`config.mk`:
```
export PLATFORM = sky130hd
export DESIGN_NAME = daten_bus_io
export DESIGN_NICKNAME = d
export VERILOG_FILES = /design/src/rtl/daten_bus_io.sv
export SDC_FILE = /design/constraint.sdc
export NUM_CORES = 1
export LEC_CHECK = 0
export CORE_UTILIZATION = 51
export CTS_CLUSTER_SIZE = 8
export DETAILED_ROUTE_END_ITERATION = 10
export PLACE_DENSITY_LB_ADDON = 0.3
export SYNTH_ARGS = -nofsm -noshare
export SYNTH_HDL_FRONTEND = slang
export SYNTH_SLANG_ARGS = --single-unit
```
`constraint.sdc`:
```
create_clock -name Clock -period 6.4 [get_ports Clock]
set_input_delay 1.28 -clock Clock [delete_from_list [all_inputs] [get_ports Clock]]
set_output_delay 1.28 -clock Clock [all_outputs]
set_load 0.01 [all_outputs]
```
`src/rtl/daten_bus_io.sv`:
```
// daten_bus_io -- data-side interconnect between the CPU data port, the data
// RAM and a bank of memory-mapped I/O channel registers.
//
// Address bit 31 selects the target: 0 = RAM (pure combinational pass-through),
// 1 = I/O registers (IDLE -> ACK -> WAIT handshake, one write per held request).
// The block also stretches the CPU reset and rotates the I/O channels plus a
// debug value onto the LEDs.
//
// Ports:
//   Clock, Reset             system clock, synchronous active-high reset
//   LeseDaten/SchreibeDaten  CPU read/write requests (held until acknowledged)
//   DatenAdresse, DatenRaus  CPU address and write data
//   DatenRein                read data to CPU
//   DatenGeladen             read acknowledge
//   DatenGespeichert         write acknowledge
//   Ram*                     data RAM enables, address, write/read data, done flags
//   DebugWert                extra display slot
//   CpuReset                 stretched reset to the CPU
//   Led, AnzeigeKanal        display output and index of the slot shown
module daten_bus_io #(
    parameter int DATA_WIDTH     = 32,
    parameter int RAM_ADDR_WIDTH = 8,
    parameter int IO_CHANNELS    = 4,
    parameter int LED_WIDTH      = 8,
    parameter int DWELL_CYCLES   = 2097152,
    parameter int RESET_CYCLES   = 4,
    localparam int SLOT_W        = $clog2(IO_CHANNELS + 1)
) (
    input  logic                      Clock,
    input  logic                      Reset,
    input  logic                      LeseDaten,
    input  logic                      SchreibeDaten,
    input  logic [31:0]               DatenAdresse,
    input  logic [DATA_WIDTH-1:0]     DatenRaus,
    output logic [DATA_WIDTH-1:0]     DatenRein,
    output logic                      DatenGeladen,
    output logic                      DatenGespeichert,
    output logic                      RamLesenAn,
    output logic                      RamSchreibenAn,
    output logic [RAM_ADDR_WIDTH-1:0] RamAdresse,
    output logic [DATA_WIDTH-1:0]     RamDatenRein,
    input  logic [DATA_WIDTH-1:0]     RamDatenRaus,
    input  logic                      RamDatenBereit,
    input  logic                      RamDatenGeschrieben,
    input  logic [LED_WIDTH-1:0]      DebugWert,
    output logic                      CpuReset,
    output logic [LED_WIDTH-1:0]      Led,
    output logic [SLOT_W-1:0]         AnzeigeKanal
);

    localparam int CH_IDX_W = (IO_CHANNELS > 1) ? $clog2(IO_CHANNELS) : 1;
    localparam int RST_W    = $clog2(RESET_CYCLES + 1);
    localparam int DWELL_W  = $clog2(DWELL_CYCLES);

    typedef enum logic [1:0] {
        S_IDLE,
        S_ACK,
        S_WAIT
    } io_state_e;

    // ---------------- reset sequencer ----------------
    logic [RST_W-1:0] rst_cnt_q;
    logic             cpu_rst_q;

    always_ff @(posedge Clock) begin
        if (Reset) begin
            rst_cnt_q <= RST_W'(RESET_CYCLES);
            cpu_rst_q <= 1'b1;
        end else if (rst_cnt_q != '0) begin
            rst_cnt_q <= rst_cnt_q - RST_W'(1);
            cpu_rst_q <= 1'b1;
        end else begin
            cpu_rst_q <= 1'b0;
        end
    end

    assign CpuReset = cpu_rst_q;

    // ---------------- address decode / RAM path ----------------
    logic                sel_io;
    logic                io_req;
    logic [CH_IDX_W-1:0] io_idx;
    logic                unused_addr;

    assign sel_io      = DatenAdresse[31];
    assign io_req      = LeseDaten | SchreibeDaten;
    assign io_idx      = DatenAdresse[CH_IDX_W-1:0];
    assign unused_addr = ^DatenAdresse;

    assign RamLesenAn     = LeseDaten & ~sel_io;
    assign RamSchreibenAn = SchreibeDaten & ~sel_io;
    assign RamAdresse     = DatenAdresse[RAM_ADDR_WIDTH-1:0];
    assign RamDatenRein   = DatenRaus;

    // ---------------- I/O FSM ----------------
    io_state_e             state_q, state_d;
    logic                  io_take;
    logic                  io_ack_rd, io_ack_wr;
    logic                  ack_rd_q, ack_wr_q;
    logic [DATA_WIDTH-1:0] rd_latch_q;
    logic [DATA_WIDTH-1:0] io_q [IO_CHANNELS];
    logic [DATA_WIDTH-1:0] io_rd_val;

    // Out-of-range indices match no channel, so reads yield 0 and writes vanish.
    always_comb begin
        io_rd_val = '0;
        for (int unsigned k = 0; k < IO_CHANNELS; k++) begin
            if (io_idx == CH_IDX_W'(k)) begin
                io_rd_val = io_q[k];
            end
        end
    end

    always_comb begin
        state_d   = state_q;
        io_take   = 1'b0;
        io_ack_rd = 1'b0;
        io_ack_wr = 1'b0;
        unique case (state_q)
            S_IDLE: begin
                if (io_req && sel_io) begin
                    io_take = 1'b1;
                    state_d = S_ACK;
                end
            end
            S_ACK: begin
                io_ack_rd = ack_rd_q;
                io_ack_wr = ack_wr_q;
                state_d   = S_WAIT;
            end
            S_WAIT: begin
                if (!io_req) begin
                    state_d = S_IDLE;
                end
            end
            default: state_d = S_IDLE;
        endcase
    end

    always_ff @(posedge Clock) begin
        if (Reset) begin
            state_q    <= S_IDLE;
            ack_rd_q   <= 1'b0;
            ack_wr_q   <= 1'b0;
            rd_latch_q <= '0;
            for (int unsigned k = 0; k < IO_CHANNELS; k++) begin
                io_q[k] <= '0;
            end
        end else begin
            state_q <= state_d;
            if (io_take) begin
                ack_rd_q   <= LeseDaten;
                ack_wr_q   <= SchreibeDaten;
                rd_latch_q <= io_rd_val;
                for (int unsigned k = 0; k < IO_CHANNELS; k++) begin
                    if (SchreibeDaten && io_idx == CH_IDX_W'(k)) begin
                        io_q[k] <= DatenRaus;
                    end
                end
            end
        end
    end

    // Response mux follows the current address, independent of FSM state.
    assign DatenRein        = sel_io ? rd_latch_q : RamDatenRaus;
    assign DatenGeladen     = sel_io ? io_ack_rd  : RamDatenBereit;
    assign DatenGespeichert = sel_io ? io_ack_wr  : RamDatenGeschrieben;

    // ---------------- display rotation ----------------
    logic [DWELL_W-1:0]   dwell_q;
    logic [SLOT_W-1:0]    slot_q;
    logic [LED_WIDTH-1:0] led_q, led_d;

    always_comb begin
        led_d = DebugWert;
        for (int unsigned k = 0; k < IO_CHANNELS; k++) begin
            if (slot_q == SLOT_W'(k)) begin
                led_d = io_q[k][LED_WIDTH-1:0];
            end
        end
    end

    always_ff @(posedge Clock) begin
        if (Reset) begin
            dwell_q <= '0;
            slot_q  <= '0;
            led_q   <= '0;
        end else begin
            led_q <= led_d;
            if (dwell_q == DWELL_W'(DWELL_CYCLES - 1)) begin
                dwell_q <= '0;
                slot_q  <= (slot_q == SLOT_W'(IO_CHANNELS)) ? '0 : slot_q + SLOT_W'(1);
            end else begin
                dwell_q <= dwell_q + DWELL_W'(1);
            end
        end
    end

    assign Led          = led_q;
    assign AnzeigeKanal = slot_q;

endmodule

```
Word level (Yosys, flattened, before mapping):

Memory sizes are Yosys's and may differ from the RTL's.
Cells that the tools add are included.

* bitwise gates (word level): 8
* eq/ne operators: 12
* multiplexer cells: 42
* add/sub/neg operators: 3
* reductions and logical operators: 11

Operators by type and width (number)
* 32-bit 2-to-1 mux: 9
* 8-bit 2-to-1 mux: 4
* 1-bit 2-to-1 mux: 25
* 21-bit by 1-bit adder with 21-bit output (second input constant): 1
* 21-bit equality test (second input constant): 1
* 2-bit equality test (second input constant): 3
* 3-bit by 2-bit equality test with 1-bit output (second input constant): 2
* 2-bit one-hot mux with 3 select lines: 1
* 1-bit logical AND: 5
* 1-bit bitwise OR: 5
* 2-bit by 1-bit equality test with 1-bit output (second input constant): 2
* 2-bit zero test: 2
* 2-bit 2-to-1 mux: 2
* 2-bit != test (second input constant): 2
* 3-bit by 1-bit adder with 3-bit output (second input constant): 1
* 3-bit by 1-bit equality test with 1-bit output (second input constant): 1
* 3-bit equality test (second input constant): 1
* 3-bit zero test: 1
* 3-bit 2-to-1 mux: 1
* 3-bit nonzero test: 1
* 3-bit by 1-bit subtractor with 3-bit output (second input constant): 1
* 1-bit AND: 2
* 2-bit AND reduction: 1
* 2-bit OR reduction: 1
* 1-bit inverter: 1

* memories kept: 1
* register bits after elaboration: 72
* RAM bits: 128
* bits of input ports: 110

Memories
* io_q: depth 4, width 32, read ports 4, clocked after Yosys merged registers in 0, write ports 4, line 101 `logic [DATA_WIDTH-1:0] io_q [IO_CHANNELS];`

Depth between registers and ports, before layout:

* word-level depth: 8
* mapped depth: 8
* gate-level depth less buffers: 6

Least setup slack after synthesis:

No wires, ideal clock.

* path kind: input-to-reg
* start point: input SchreibeDaten
* end point: memory io_q[2][0], enable pin
* path slack: 1.343 ns
* buffers on the path: 3
* stages on the path: 5
* arrival: 4.587 ns
* path through: clkbuf_1 o211ai_1 clkbuf_1 buf_1 o31ai_1

RTL lines
* from (decl): line 32 `input logic SchreibeDaten,`
* to (decl): line 101

Final worst setup path:

* start point: input DatenAdresse[31]
* end point: output DatenRein[10]

* longest elaborated chain between the ends: 1

Ends and longest elaborated chain
* from (decl): line 33 `input logic [31:0] DatenAdresse,`
* 32-bit 2-to-1 mux: line 165 `assign DatenRein = sel_io ? rd_latch_q : RamDatenRaus;`
* to (decl): line 35 `output logic [DATA_WIDTH-1:0] DatenRein,`

No other way between the ends.

==> flow_summary.ini <==
[logic_synthesis]
synth_flop_cell = edfxtp_1
synth-simple-area-share = 0.163
yosysTopAreaCellShare = 0.411
syn_nets = 906
ys_types = 43
syn_area_um2 = 9350
postSynthAreaPerCell_um2 = 11.9
ys.warnings.count = 0
syn_inst = 788
synth_compound_area_frac = 0.0668
yosys.area.top_type = edfxtp_1
synth_area_leaders = edfxtp_1 (41%), dfxtp_1 (15%), and2_1 (8.6%)
synth_fa_ha_area_frac = 0.0107
synth_top_family_by_area = simple AND/OR/NAND/NOR gates
synth_edf_count = 128
seq_area_frac_synth = 0.565
muxShareOfSynthArea = 0.116
synth_xor_area_frac = 0.0131
ys_async_sr_fraction = 0
yosys_register_bits = 200

[cells_and_area]
fin_util = 0.637
drive_gt1_frac = 0.135
fillCellCount = 1399
final_common_cell = clkdlybuf4s50_1
final_cell_mix = clkdlybuf4s50_1 (158), and2_1 (128), edfxtp_1 (128), nand2_1 (79), dfxtp_1 (72)
syn_to_final_growth_pct = 22.3
antenna_cells = 0
nets = 1011
fin_area_um2 = 11400
instances_no_fill = 1135

[run_status]
status = finished, final reports clean

[sta]
hold_violations = 0
period_minus_slack_ns = 4.22
setup_viol = 0
slew_violations = 0
fin_crit_sh = 0.660
slew_headroom = 0.364
fin_setup_tns_ns = 0
finalClockSkew_ns = 0.00810
clock.fmax_mhz = 237
tightest_slew_ns = 0.953
rsz0062_at_grt = no

[drt]
detail_route.wl_per_cell_um = 18.3
firstDrtPassIters = 5
vias_per_cell = 5.59
drt_iter0_markers = 535
ant_nets = 0
drc = 0
wirelength_um = 20800
vias = 6339

[setup_path]
arrival_ns = 2.94
rr_worst_depth = 6
cp-start-kind = input pin
worstSetupEndpointType = primary output
crit_chain = buf_2 > mux2_2 > clkdlybuf4s50_1
criticalPathCategory = in2out
cpMaxStageDelayCell = buf_2
slowest_delay_ns = 0.71
crit_fanout = 40
cp.required_ns = 5.12

[run]
cap_violations = 0

[grt]
grt_pass1_vias = 6074
antenna_found_initial = 0
grt_overflow = 0
grt_max_degree = 60
grt_pass1_wl_um = 32200
grt_usage = 0.232

[floorplanning]
die_w_um = 137
die_y_um = 137
core_um2 = 18000
die_area_um2 = 18900
rows = 49
start_util = 0.521
ioPinCount = 198

[power_and_ir_drop]
powerDensity_nw_per_um2 = 245
vdd_drop_max_uv = 205
p_leak_uw = 0.00414

[worst_hold_path]
hold_depth = 2
hp-class = reg2reg

[clock_network]
post_cts_buffers = 0
cts-buffers-inserted = 17
hold_buffers = 0
h-tree-depth = 4
cts_tree = built
path_clk_slew_ns = 0.06
numClockSinks = 200
cts.repair.resized = 0
clockBufferDepth = 2
root_buffer = clkbuf_16
insertion_delay_ns = 0.44

[placed_design]
dp.cells = 1103
globalplace.congestion = 0.781
hpwl_um = 12900
dpl_cell_area_um2 = 10900
port_buffers = 162
-- registers in the layout (all words and copies together), names as in the netlist --
register      cells
io_q            128
rd_latch_q       32
dwell_q          21
Led               8
AnzeigeKanal      3
rst_cnt_q         3
state_q           2
CpuReset          1
ack_rd_q          1
ack_wr_q          1
-- final timing paths --
check / to / start / slack, ns
max: DatenRein[10] / DatenAdresse[31] / 2.18
min reg2reg: rd_latch_q[18]$_SDFFE_PP0P_ / rd_latch_q[18]$_SDFFE_PP0P_ / 0.45
min: rd_latch_q[18]$_SDFFE_PP0P_ / rd_latch_q[18]$_SDFFE_PP0P_ / 0.45
max reg2reg: Led[4]$_SDFF_PP0_ / AnzeigeKanal[1]$_SDFFE_PP0N_ / 3.92
-- Yosys cell counts (5+ instances only) --
library cell and number:
o31ai_1 10, a221oi_1 16, clkbuf_1 34, edfxtp_1 128
inv_1 28, xnor2_1 10, buf_4 41, mux2_2 32
o22ai_1 10, nor3_1 6, and2_1 128, dfxtp_1 72
nand3_1 8, buf_1 10, nand2_1 79, a21oi_1 50
nor2_1 33, ha_1 8, nand4_1 5, mux4_2 32
-- through the flow --
stage	setup WS [ns]	hold WS, ns	power [uW]
after floorplan	1.34	0.429	1670
after global placement	2.15	0.441	1820
after detailed placement	2.16	0.446	1830
after CTS	2.14	0.457	2820
after global routing	2.09	0.471	2900
final	2.18	0.454	2800
-- per-layer routing --
| metal | part of all wire | global-route usage |
|---|---|---|
| met1 | 0.43 | 0.313 |
| met2 | 0.48 | 0.374 |
| met3 | 0.076 | 0.0449 |
| met5 | 0 | 0 |
| met4 | 0.018 | 0.0800 |
-- area by class of cell --
class                   count  area (um^2)  share of cell area
clock inverters             7         70.1             0.00613
clock buffers              25          475              0.0416
inverters                  28          105             0.00919
flip-flops and latches    200         5290               0.462
well taps                 229          287              0.0250
multi-input cells         470         3510               0.307
repair buffers            176         1710               0.149
-- cell families (layout without fill, tap and decap cells) --
logic type | count (synthesis) | after routing
AO/OA/AOI/OAI | 98 | 98
XOR/XNOR | 14 | 14
flip-flops | 200 | 200
multiplexers | 64 | 64
AND/OR/NAND/NOR | 286 | 286
buffers and inverters | 118 | 236
adder cells (fa/ha/maj) | 8 | 8
-- report_power, final --
| part | internal [uW] | total [uW] | switching [uW] |
|---|---|---|---|
| combinational | 178 | 340 | 163 |
| clock | 557 | 1000 | 444 |
| sequential | 1440 | 1460 | 26.0 |
-- worst max-delay path, delay by kind of cell --
kind                   cells  cell delay (ns)
buffers and inverters      2             1.20
muxes                      1             0.44
Note: power is estimated with default switching activity, not from simulation.
